`src/rtl/example7_5_pkg.sv`:
```
// example7_5 shared types: index encoding, default debounce depth
// and the priority encoder used by the input conditioning stage.
package example7_5_pkg;

  typedef logic [1:0] index_t;

  localparam index_t IDX_NONE = 2'd0;
  localparam index_t IDX_X1   = 2'd1;
  localparam index_t IDX_X2   = 2'd2;
  localparam index_t IDX_X3   = 2'd3;

  localparam int unsigned DEBOUNCE_DEFAULT = 4;

  // x3 wins over x2, x2 over x1
  function automatic index_t encode(
    input logic st3,
    input logic st2,
    input logic st1
  );
    index_t r;
    if (st3)      r = IDX_X3;
    else if (st2) r = IDX_X2;
    else if (st1) r = IDX_X1;
    else          r = IDX_NONE;
    return r;
  endfunction

endpackage

```
`src/rtl/example7_5_debounce_cell.sv`:
```
// Two-flop synchroniser plus optional debounce for one switch input.
// Ports: clk, rst (sync, active-high), d (raw async), stable (clean).
// Debounce counter compiled only with EXAMPLE7_5_DEBOUNCE_EN defined.
module example7_5_debounce_cell
  import example7_5_pkg::*;
#(
  parameter int unsigned DEBOUNCE_CYCLES = DEBOUNCE_DEFAULT
) (
  input  logic clk,
  input  logic rst,
  input  logic d,
  output logic stable
);

  logic s1_q, s1_d;
  logic s2_q, s2_d;

  always_comb begin
    s1_d = d;
    s2_d = s1_q;
  end

  always_ff @(posedge clk) begin
    if (rst) begin
      s1_q <= 1'b0;
      s2_q <= 1'b0;
    end else begin
      s1_q <= s1_d;
      s2_q <= s2_d;
    end
  end

`ifdef EXAMPLE7_5_DEBOUNCE_EN
  localparam int CW = $clog2(DEBOUNCE_CYCLES + 1);
  localparam logic [CW-1:0] CNT_MAX = CW'(DEBOUNCE_CYCLES - 1);

  logic [CW-1:0] cnt_q, cnt_d;
  logic          st_q, st_d;

  // any return to the stable level before the threshold
  // throws the partial count away
  always_comb begin
    st_d  = st_q;
    cnt_d = cnt_q;
    if (s2_q == st_q) begin
      cnt_d = '0;
    end else if (cnt_q == CNT_MAX) begin
      st_d  = s2_q;
      cnt_d = '0;
    end else begin
      cnt_d = cnt_q + CW'(1);
    end
  end

  always_ff @(posedge clk) begin
    if (rst) begin
      st_q  <= 1'b0;
      cnt_q <= '0;
    end else begin
      st_q  <= st_d;
      cnt_q <= cnt_d;
    end
  end

  assign stable = st_q;
`else
  logic [7:0] unused_cfg;
  assign unused_cfg = 8'(DEBOUNCE_CYCLES);
  assign stable     = s2_q;
`endif

endmodule

```
`src/rtl/example7_5_input_cond.sv`:
```
// Input conditioning for the example7_5 lookup FSM: sync, debounce,
// priority-encode x3>x2>x1 into a registered index with change pulse.
// Ports: Clock, Reset (sync, active-high), x1..x3 raw switches,
// index (2b registered), index_valid (1-cycle pulse on change).
// Build option: EXAMPLE7_5_DEBOUNCE_EN enables the debounce counters.
module example7_5_input_cond
  import example7_5_pkg::*;
#(
  parameter int unsigned DEBOUNCE_CYCLES = DEBOUNCE_DEFAULT
) (
  input  logic       Clock,
  input  logic       Reset,
  input  logic       x1,
  input  logic       x2,
  input  logic       x3,
  output logic [1:0] index,
  output logic       index_valid
);

  logic st1, st2, st3;

  example7_5_debounce_cell #(
    .DEBOUNCE_CYCLES(DEBOUNCE_CYCLES)
  ) u_cell1 (
    .clk   (Clock),
    .rst   (Reset),
    .d     (x1),
    .stable(st1)
  );

  example7_5_debounce_cell #(
    .DEBOUNCE_CYCLES(DEBOUNCE_CYCLES)
  ) u_cell2 (
    .clk   (Clock),
    .rst   (Reset),
    .d     (x2),
    .stable(st2)
  );

  example7_5_debounce_cell #(
    .DEBOUNCE_CYCLES(DEBOUNCE_CYCLES)
  ) u_cell3 (
    .clk   (Clock),
    .rst   (Reset),
    .d     (x3),
    .stable(st3)
  );

  index_t enc;
  index_t index_q, index_d;
  logic   valid_q, valid_d;

  // pulse only on a change of the encoded value, so lower-priority
  // toggles under a held higher input stay silent
  always_comb begin
    enc     = encode(st3, st2, st1);
    index_d = enc;
    valid_d = (enc != index_q);
  end

  always_ff @(posedge Clock) begin
    if (Reset) begin
      index_q <= IDX_NONE;
      valid_q <= 1'b0;
    end else begin
      index_q <= index_d;
      valid_q <= valid_d;
    end
  end

  assign index       = index_q;
  assign index_valid = valid_q;

endmodule

```
`config.mk`:
```
export PLATFORM = sky130hd
export DESIGN_NAME = example7_5_input_cond
export DESIGN_NICKNAME = d
export VERILOG_FILES = /design/src/rtl/example7_5_pkg.sv /design/src/rtl/example7_5_debounce_cell.sv /design/src/rtl/example7_5_input_cond.sv
export SDC_FILE = /design/constraint.sdc
export NUM_CORES = 1
export LEC_CHECK = 0
export BUFFER_PORTS_ARGS = -buffer_cell sky130_fd_sc_hd__buf_2
export CORE_AREA = 10 10 47 49
export CTS_CLUSTER_DIAMETER = 30
export CTS_CLUSTER_SIZE = 8
export DETAILED_ROUTE_END_ITERATION = 8
export DIE_AREA = 0 0 57 59
export HOLD_SLACK_MARGIN = 0.03
export MAX_ROUTING_LAYER = met4
export SKIP_LAST_GASP = 1
export SYNTH_ARGS = -nofsm -noshare
export SYNTH_HDL_FRONTEND = slang
export SYNTH_SLANG_ARGS = --single-unit
export TNS_END_PERCENT = 30
```
`constraint.sdc`:
```
create_clock -name Clock -period 1 [get_ports Clock]
set_input_delay 0.05 -clock Clock [delete_from_list [all_inputs] [get_ports Clock]]
set_output_delay 0.05 -clock Clock [all_outputs]
set_load 0.02 [all_outputs]
```
==> results of run 1 <==
==> worst paths after layout <==
check,start,end,slack (ps),cells after the start
setup / recovery,u_cell3.stable$_SDFF_PP0_,index_valid$_SDFF_PP0_,100,3
hold / removal,Reset,u_cell3.stable$_SDFF_PP0_,70,2
setup reg to reg,u_cell3.stable$_SDFF_PP0_,index_valid$_SDFF_PP0_,100,3
hold reg to reg,u_cell1.s1_q$_SDFF_PP0_,u_cell1.stable$_SDFF_PP0_,440,1
==> flip-flops by register name (all words and copies together) (netlist names) <==
register and cells:
u_cell3.s1_q 1, index 2, u_cell2.s1_q 1, u_cell1.stable 1, index_valid 1, u_cell1.s1_q 1, u_cell3.stable 1, u_cell2.stable 1
==> logic make-up after synthesis <==
group           Yosys count  synth area share
simple gates             12             0.224
flops                     9             0.632
compound gates            3             0.101
xor+xnor                  1            0.0307
buf+inv                   1            0.0131
==> cells in the final DEF (no fill, tap or decap) <==
cell type | synthesis | final
a21oi_1 | 1 | 1
a221oi_2 | 1 | 1
buf_2 | 0 | 7
clkbuf_4 | 0 | 3
clkinv_2 | 0 | 1
dfxtp_1 | 9 | 8
dfxtp_2 | 0 | 1
dlygate4sd3_1 | 0 | 3
inv_1 | 1 | 1
nand2_1 | 1 | 1
nand2b_1 | 1 | 1
nor2_1 | 3 | 3
nor2b_1 | 6 | 6
nor3_1 | 1 | 1
o21ai_2 | 1 | 1
xnor2_1 | 1 | 1
==> through the flow <==
step	hold WS, ps	cell area [µm²]	cells	util
global route	67.0	399	56	0.285
CTS	64.9	398	56	0.284
detailed placement	262	340	49	0.243
finish	67.8	399	56	0.285
global placement	259	340	49	0.243
floorplan	116	285	26	-
==> per-layer routing <==
layer / up-vias / part of all wire / track usage
li1: 111 / - / -
met1: 96 / 0.47 / 0.0298
met2: 11 / 0.38 / 0.0434
met3: 0 / 0.14 / 0.0494
met4: 0 / 0 / 0.0201
met5: - / 0 / -
==> what timing repair did <==
item,4_1_cts,5_1_grt
endpoints found under the hold margin,3,0
setup endpoints to repair,0,1
gates resized for setup,0,1
hold buffers,3,0
==> power by group through the flow <==
stage / sequential [mW] / clock, mW / combinational, mW
6_report: 0.388 / 0.285 / 0.0644
2_1_floorplan: 0.404 / 0 / 0.0243
3_5_place_dp: 0.396 / 0 / 0.0563
5_1_grt: 0.390 / 0.322 / 0.0706
3_3_place_gp: 0.395 / 0 / 0.0550
4_1_cts: 0.388 / 0.298 / 0.0651
==> final cells by class <==
cell class	instances	area [µm²]
timing repair buffer	10	65.1
tap	16	20.0
sequential	9	181
fill	160	1000
multi-input combinational	16	101
clock buffer	3	22.5
inverter	1	3.75
clock inverter	1	5.00
==> impl_metrics.csv, run 1 <==
group,metric,value,unit
status,outcome,"finished clean",
floorplanning,dieHeight,59,µm
logic_synthesis,yosysMostFrequentCell,"dfxtp_1",
global_route,antenna_found_initial,0,
logic_synthesis,postSynth.asyncResetShare,0,
clocking,clk_path_buf_depth,2,
logic_synthesis,synth-seq-cells,9,
global_route,grt_max_degree,10,
finish,syn2layout_area_growth,39.9,%
clocking,h-tree-depth,1,
timing,tightestPinTransition,218,ps
logic_synthesis,syn_inst,26,
power_and_ir_drop,power,0.737,mW
timing,rsz0062_at_grt,"false",
logic_synthesis,synth_area,285,µm²
global_route,grt_first_pass_wirelength,841,µm
power_and_ir_drop,p_int,0.560,mW
timing,fin_tns_setup,0,ps
worst_hold_path,min_path_type,"in -> reg",
critical_path,cp_cell_sequence,"nand2b_1 > o21ai_2 > a221oi_2",
critical_path,cp_top_family,"flip-flops",
logic_synthesis,synth_top_area_frac,0.632,
timing,setup_ws,101,ps
timing,fin_skew,1.09,ps
detailed_routing,dr_total_vias,218,
critical_path,cp_data_required_time,1180,ps
floorplanning,core_region_area,0.00140,mm²
clocking,root_buffer,"clkbuf_4",
timing,final_max_slew_viol_count,0,
clocking,cts_tree,"done",
detailed_routing,post_drt_via_cell_ratio,3.89,
critical_path,worst_ep_arrival_time,1080,ps
power_and_ir_drop,pwr-share-comb,0.087,
logic_synthesis,ys_top_cells_by_count,"9 x dfxtp_1, 6 x nor2b_1, 3 x nor2_1",
clocking,clk_latency,260,ps
critical_path,end_kind,"register",
logic_synthesis,synth-seq-area-share,0.632,
timing,hold_violations,0,
detailed_routing,drtPass1Iterations,1,
logic_synthesis,synth_top_flop_cell,"dfxtp_1",
clocking,clk_pin_slew,60,ps
logic_synthesis,synth_warnings,0,
clocking,cts_buffers,3,
global_route,track_usage,0.0365,
critical_path,critPathMaxFanout,5,
placement,globalplace.congestion,0.635,
placement,post-place-ws,79.1,ps
timing,post-route-period-util,0.899,
power_and_ir_drop,clkPwrFrac,0.387,
logic_synthesis,synth.avg_cell_area,11.0,µm²
power_and_ir_drop,seq_power_share,0.526,
logic_synthesis,synth_top_cell_by_area,"dfxtp_1",
critical_path,slowest_stage,"dfxtp_2",
logic_synthesis,synth_nets,31,
floorplanning,dieArea,0.00336,mm²
job,maxCapViolCount,0,
logic_synthesis,synth.area.top_cells,"dfxtp_1 63%, nor2b_1 13%, a221oi_2 5.3%, nor2_1 3.9%, o21ai_2 3.1%",
detailed_routing,route.detailed.drc,0,
floorplanning,num_io_pins,8,
power_and_ir_drop,peakVddDrop,0.956,mV
critical_path,cp-start-kind,"register",
timing,fmax,1110,MHz
timing,setup_violations,0,
timing,max_slew_margin,0.853,
power_and_ir_drop,leakage,0.169,nW
critical_path,crit_buf_inv,0,
detailed_routing,drt_iter0_markers,0,
floorplanning,initial_core_util,0.204,
critical_path,slowest_delay,360,ps
global_route,grt_pass1_vias,201,
logic_synthesis,synth_edf_count,0,
floorplanning,num_rows,14,
finish,fin_nets,46,
power_and_ir_drop,power.density,1850,mW/mm²
power_and_ir_drop,p_sw,0.178,mW
finish,num_antenna_cells,0,
logic_synthesis,synth_cell_types,11,
placement,port_buffers,7,
timing,finalCriticalPeriod,899,ps
finish,drive_above_1_share,0.350,
detailed_routing,routed_wl,512,µm
power_and_ir_drop,switching_share,0.241,
placement,hpwl,354,µm
critical_path,crit_type,"reg -> reg",
floorplanning,dieWidth,57,µm
detailed_routing,routedWlPerCell,9.14,µm
detailed_routing,detail-route-antenna-nets,0,
clocking,cts.sinks,9,
clocking,postCtsSetupBuffers,0,
global_route,overflow,0,
Power figures use the tool's default switching activity.
==> run 2: changes to the inputs <==
--- a/config.mk
+++ b/config.mk
@@ -13,6 +13,7 @@
 export DIE_AREA = 0 0 57 59
 export HOLD_SLACK_MARGIN = 0.03
 export MAX_ROUTING_LAYER = met4
+export PLACE_DENSITY = 0.44
 export SKIP_LAST_GASP = 1
 export SYNTH_ARGS = -nofsm -noshare
 export SYNTH_HDL_FRONTEND = slang
==> run 2 against run 1 <==
Effect of this change:
- power is 2.7% lower
- global-route usage fell by 0.27 points
- core utilization shrank 0.18 points
- critical path depth unchanged
- hold slack better by 6.4 ps
- die area did not move
- final cell count unchanged
- maximum frequency shrank 2.1%
- sequential power is essentially flat
- register-to-register slack got worse by 20 ps
- flip-flop and latch count stayed put
==> impl_metrics.csv, run 2 (same netlist as run 1, synthesis figures left out) <==
group,metric,value,unit
finish,fin_nets,46,
critical_path,cp_data_required_time,1170,ps
detailed_routing,route.detailed.drc,0,
finish,syn2layout_area_growth,39.0,%
timing,post-route-period-util,0.918,
worst_hold_path,holdCritStartpoint,"Reset",
critical_path,cp_cell_sequence,"nand2b_1 > o21ai_2 > a221oi_2",
critical_path,reg2reg_from,"u_cell3.stable$_SDFF_PP0_",
clocking,clk_path_buf_depth,2,
timing,finalCriticalPeriod,918,ps
worst_hold_path,min_path_type,"in -> reg",
finish,nFillCells,155,
detailed_routing,dr_total_vias,212,
timing,fin_skew,0.315,ps
critical_path,worst-path-stages,3,
finish,num_antenna_cells,0,
global_route,grt_first_pass_wirelength,759,µm
detailed_routing,drt_iter0_markers,1,
worst_hold_path,hold_end,"index_valid$_SDFF_PP0_",
power_and_ir_drop,peakVddDrop,0.561,mV
timing,fin_tns_setup,0,ps
clocking,postCtsSetupBuffers,0,
global_route,grt_max_degree,10,
global_route,use_met1,0.0285,
critical_path,crit_buf_inv,0,
finish,final_common_cell,"dfxtp_1",
job,maxCapViolCount,0,
timing,hold_slack,74.2,ps
status,outcome,"finished clean",
timing,tightestPinTransition,218,ps
power_and_ir_drop,pwr-share-comb,0.089,
clocking,root_buffer,"clkbuf_4",
power_and_ir_drop,switching_share,0.213,
clocking,cts.sinks,9,
timing,fmax,1090,MHz
timing,rsz0062_at_grt,"false",
critical_path,cp_top_family,"flip-flops",
critical_path,r2r_slack,80,ps
placement,globalplace.congestion,0.602,
detailed_routing,post_drt_via_cell_ratio,3.79,
timing,hold_violations,0,
floorplanning,dieHeight,59,µm
global_route,met2_usage,0.0434,
floorplanning,dieWidth,57,µm
floorplanning,initial_core_util,0.204,
detailed_routing,routedWlPerCell,8.41,µm
placement,port_buffers,7,
worst_hold_path,worstHoldPathCells,2,
power_and_ir_drop,clkPwrFrac,0.371,
finish,drive_above_1_share,0.300,
power_and_ir_drop,leakage,0.165,nW
power_and_ir_drop,p_int,0.565,mW
detailed_routing,detail-route-antenna-nets,0,
critical_path,worst-r2r-cell-count,3,
detailed_routing,routed_wl,471,µm
critical_path,worst_ep_arrival_time,1090,ps
global_route,track_usage,0.0337,
critical_path,critPathMaxFanout,5,
timing,final_max_slew_viol_count,0,
power_and_ir_drop,power.density,1810,mW/mm²
global_route,grt_pass1_vias,223,
finish,largest_register_ffs,2,
global_route,grt.met3_usage,0.0193,
floorplanning,core_region_area,0.00140,mm²
clocking,h-tree-depth,1,
power_and_ir_drop,seq_power_share,0.540,
critical_path,crit_type,"reg -> reg",
global_route,antenna_found_initial,0,
power_and_ir_drop,p_sw,0.153,mW
finish,seq_area,180,µm²
detailed_routing,drtPass1Iterations,4,
floorplanning,num_io_pins,8,
finish,final_cell_area,397,µm²
timing,max_slew_margin,0.854,
critical_path,end_kind,"register",
clocking,clk_pin_slew,60,ps
floorplanning,num_rows,14,
clocking,cts_tree,"done",
global_route,busiest_layer,"met4",
floorplanning,dieArea,0.00336,mm²
critical_path,slowest_stage,"dfxtp_1",
clocking,cts_buffers,3,
finish,multiInputGateArea,101,µm²
critical_path,slowest_delay,380,ps
global_route,overflow,0,
finish,layout_common_cells,"9 x dfxtp_1, 7 x buf_2, 6 x nor2b_1",
critical_path,r2r-end,"index_valid$_SDFF_PP0_",
placement,place_area,340,µm²
clocking,clk_latency,250,ps
critical_path,cp-start-kind,"register",
timing,setup_violations,0,
## run 2: cell count changes in the layout (fill, tap and decap cells not counted)
cell	before	now
dfxtp_1	8	9
clkinv_2	1	0
dfxtp_2	1	0
clkbuf_1	0	1
## run 2: routing by layer
layer  vias to the layer above  part of all wire
li1                        113                 -
met3                         0             0.057
met1                        91              0.51
met5                         -                 0
met4                         0                 0
met2                         8              0.43
## run 2: worst max-delay path by stage
stage	end	startpoint
3_3_place_gp	index_valid$_SDFF_PP0_	u_cell3.stable$_SDFF_PP0_
2_1_floorplan	index_valid$_SDFF_PP0_	index[0]$_SDFF_PP0_
4_1_cts	index_valid$_SDFF_PP0_	u_cell3.stable$_SDFF_PP0_
5_1_grt	index_valid$_SDFF_PP0_	u_cell3.stable$_SDFF_PP0_
3_5_place_dp	index_valid$_SDFF_PP0_	u_cell3.stable$_SDFF_PP0_
6_report	index_valid$_SDFF_PP0_	u_cell3.stable$_SDFF_PP0_
## run 2: cell type report
class	count	share of cell area
clock buffers	4	0.0662
inverters	1	0.00946
multi-input cells	16	0.256
flip-flops and latches	9	0.454
well taps	16	0.0505
repair buffers	10	0.164
## run 2: timing repair
item                       4_1_cts  5_1_grt
hold buffers                     3        0
gates resized for setup          0        0
setup endpoints to repair        0        0
hold endpoints to repair         3        0
## run 2: metrics by stage
stage                      util  setup slack (ps)  power [mW]  cells
final                     0.283              81.7       0.718     56
after global routing      0.283              10.9       0.760     56
after CTS                 0.283              64.5       0.734     56
after detailed placement  0.243              80.3       0.452     49
after global placement    0.243               114       0.450     49
after floorplan               -              93.8       0.428     26
## run 2: power groups by stage
stage | Clock, mW | Sequential [mW] | Combinational, mW
after global routing | 0.300 | 0.389 | 0.0709
after CTS | 0.282 | 0.387 | 0.0655
after floorplan | 0 | 0.404 | 0.0243
after global placement | 0 | 0.395 | 0.0550
final | 0.266 | 0.387 | 0.0640
after detailed placement | 0 | 0.395 | 0.0568
## run 2: worst register-to-register path: cells and delay by family (launching register included)
family	cells	cell delay (ps)
AO/OA/AOI/OAI	2	310
flip-flops	1	380
AND/OR/NAND/NOR	1	150
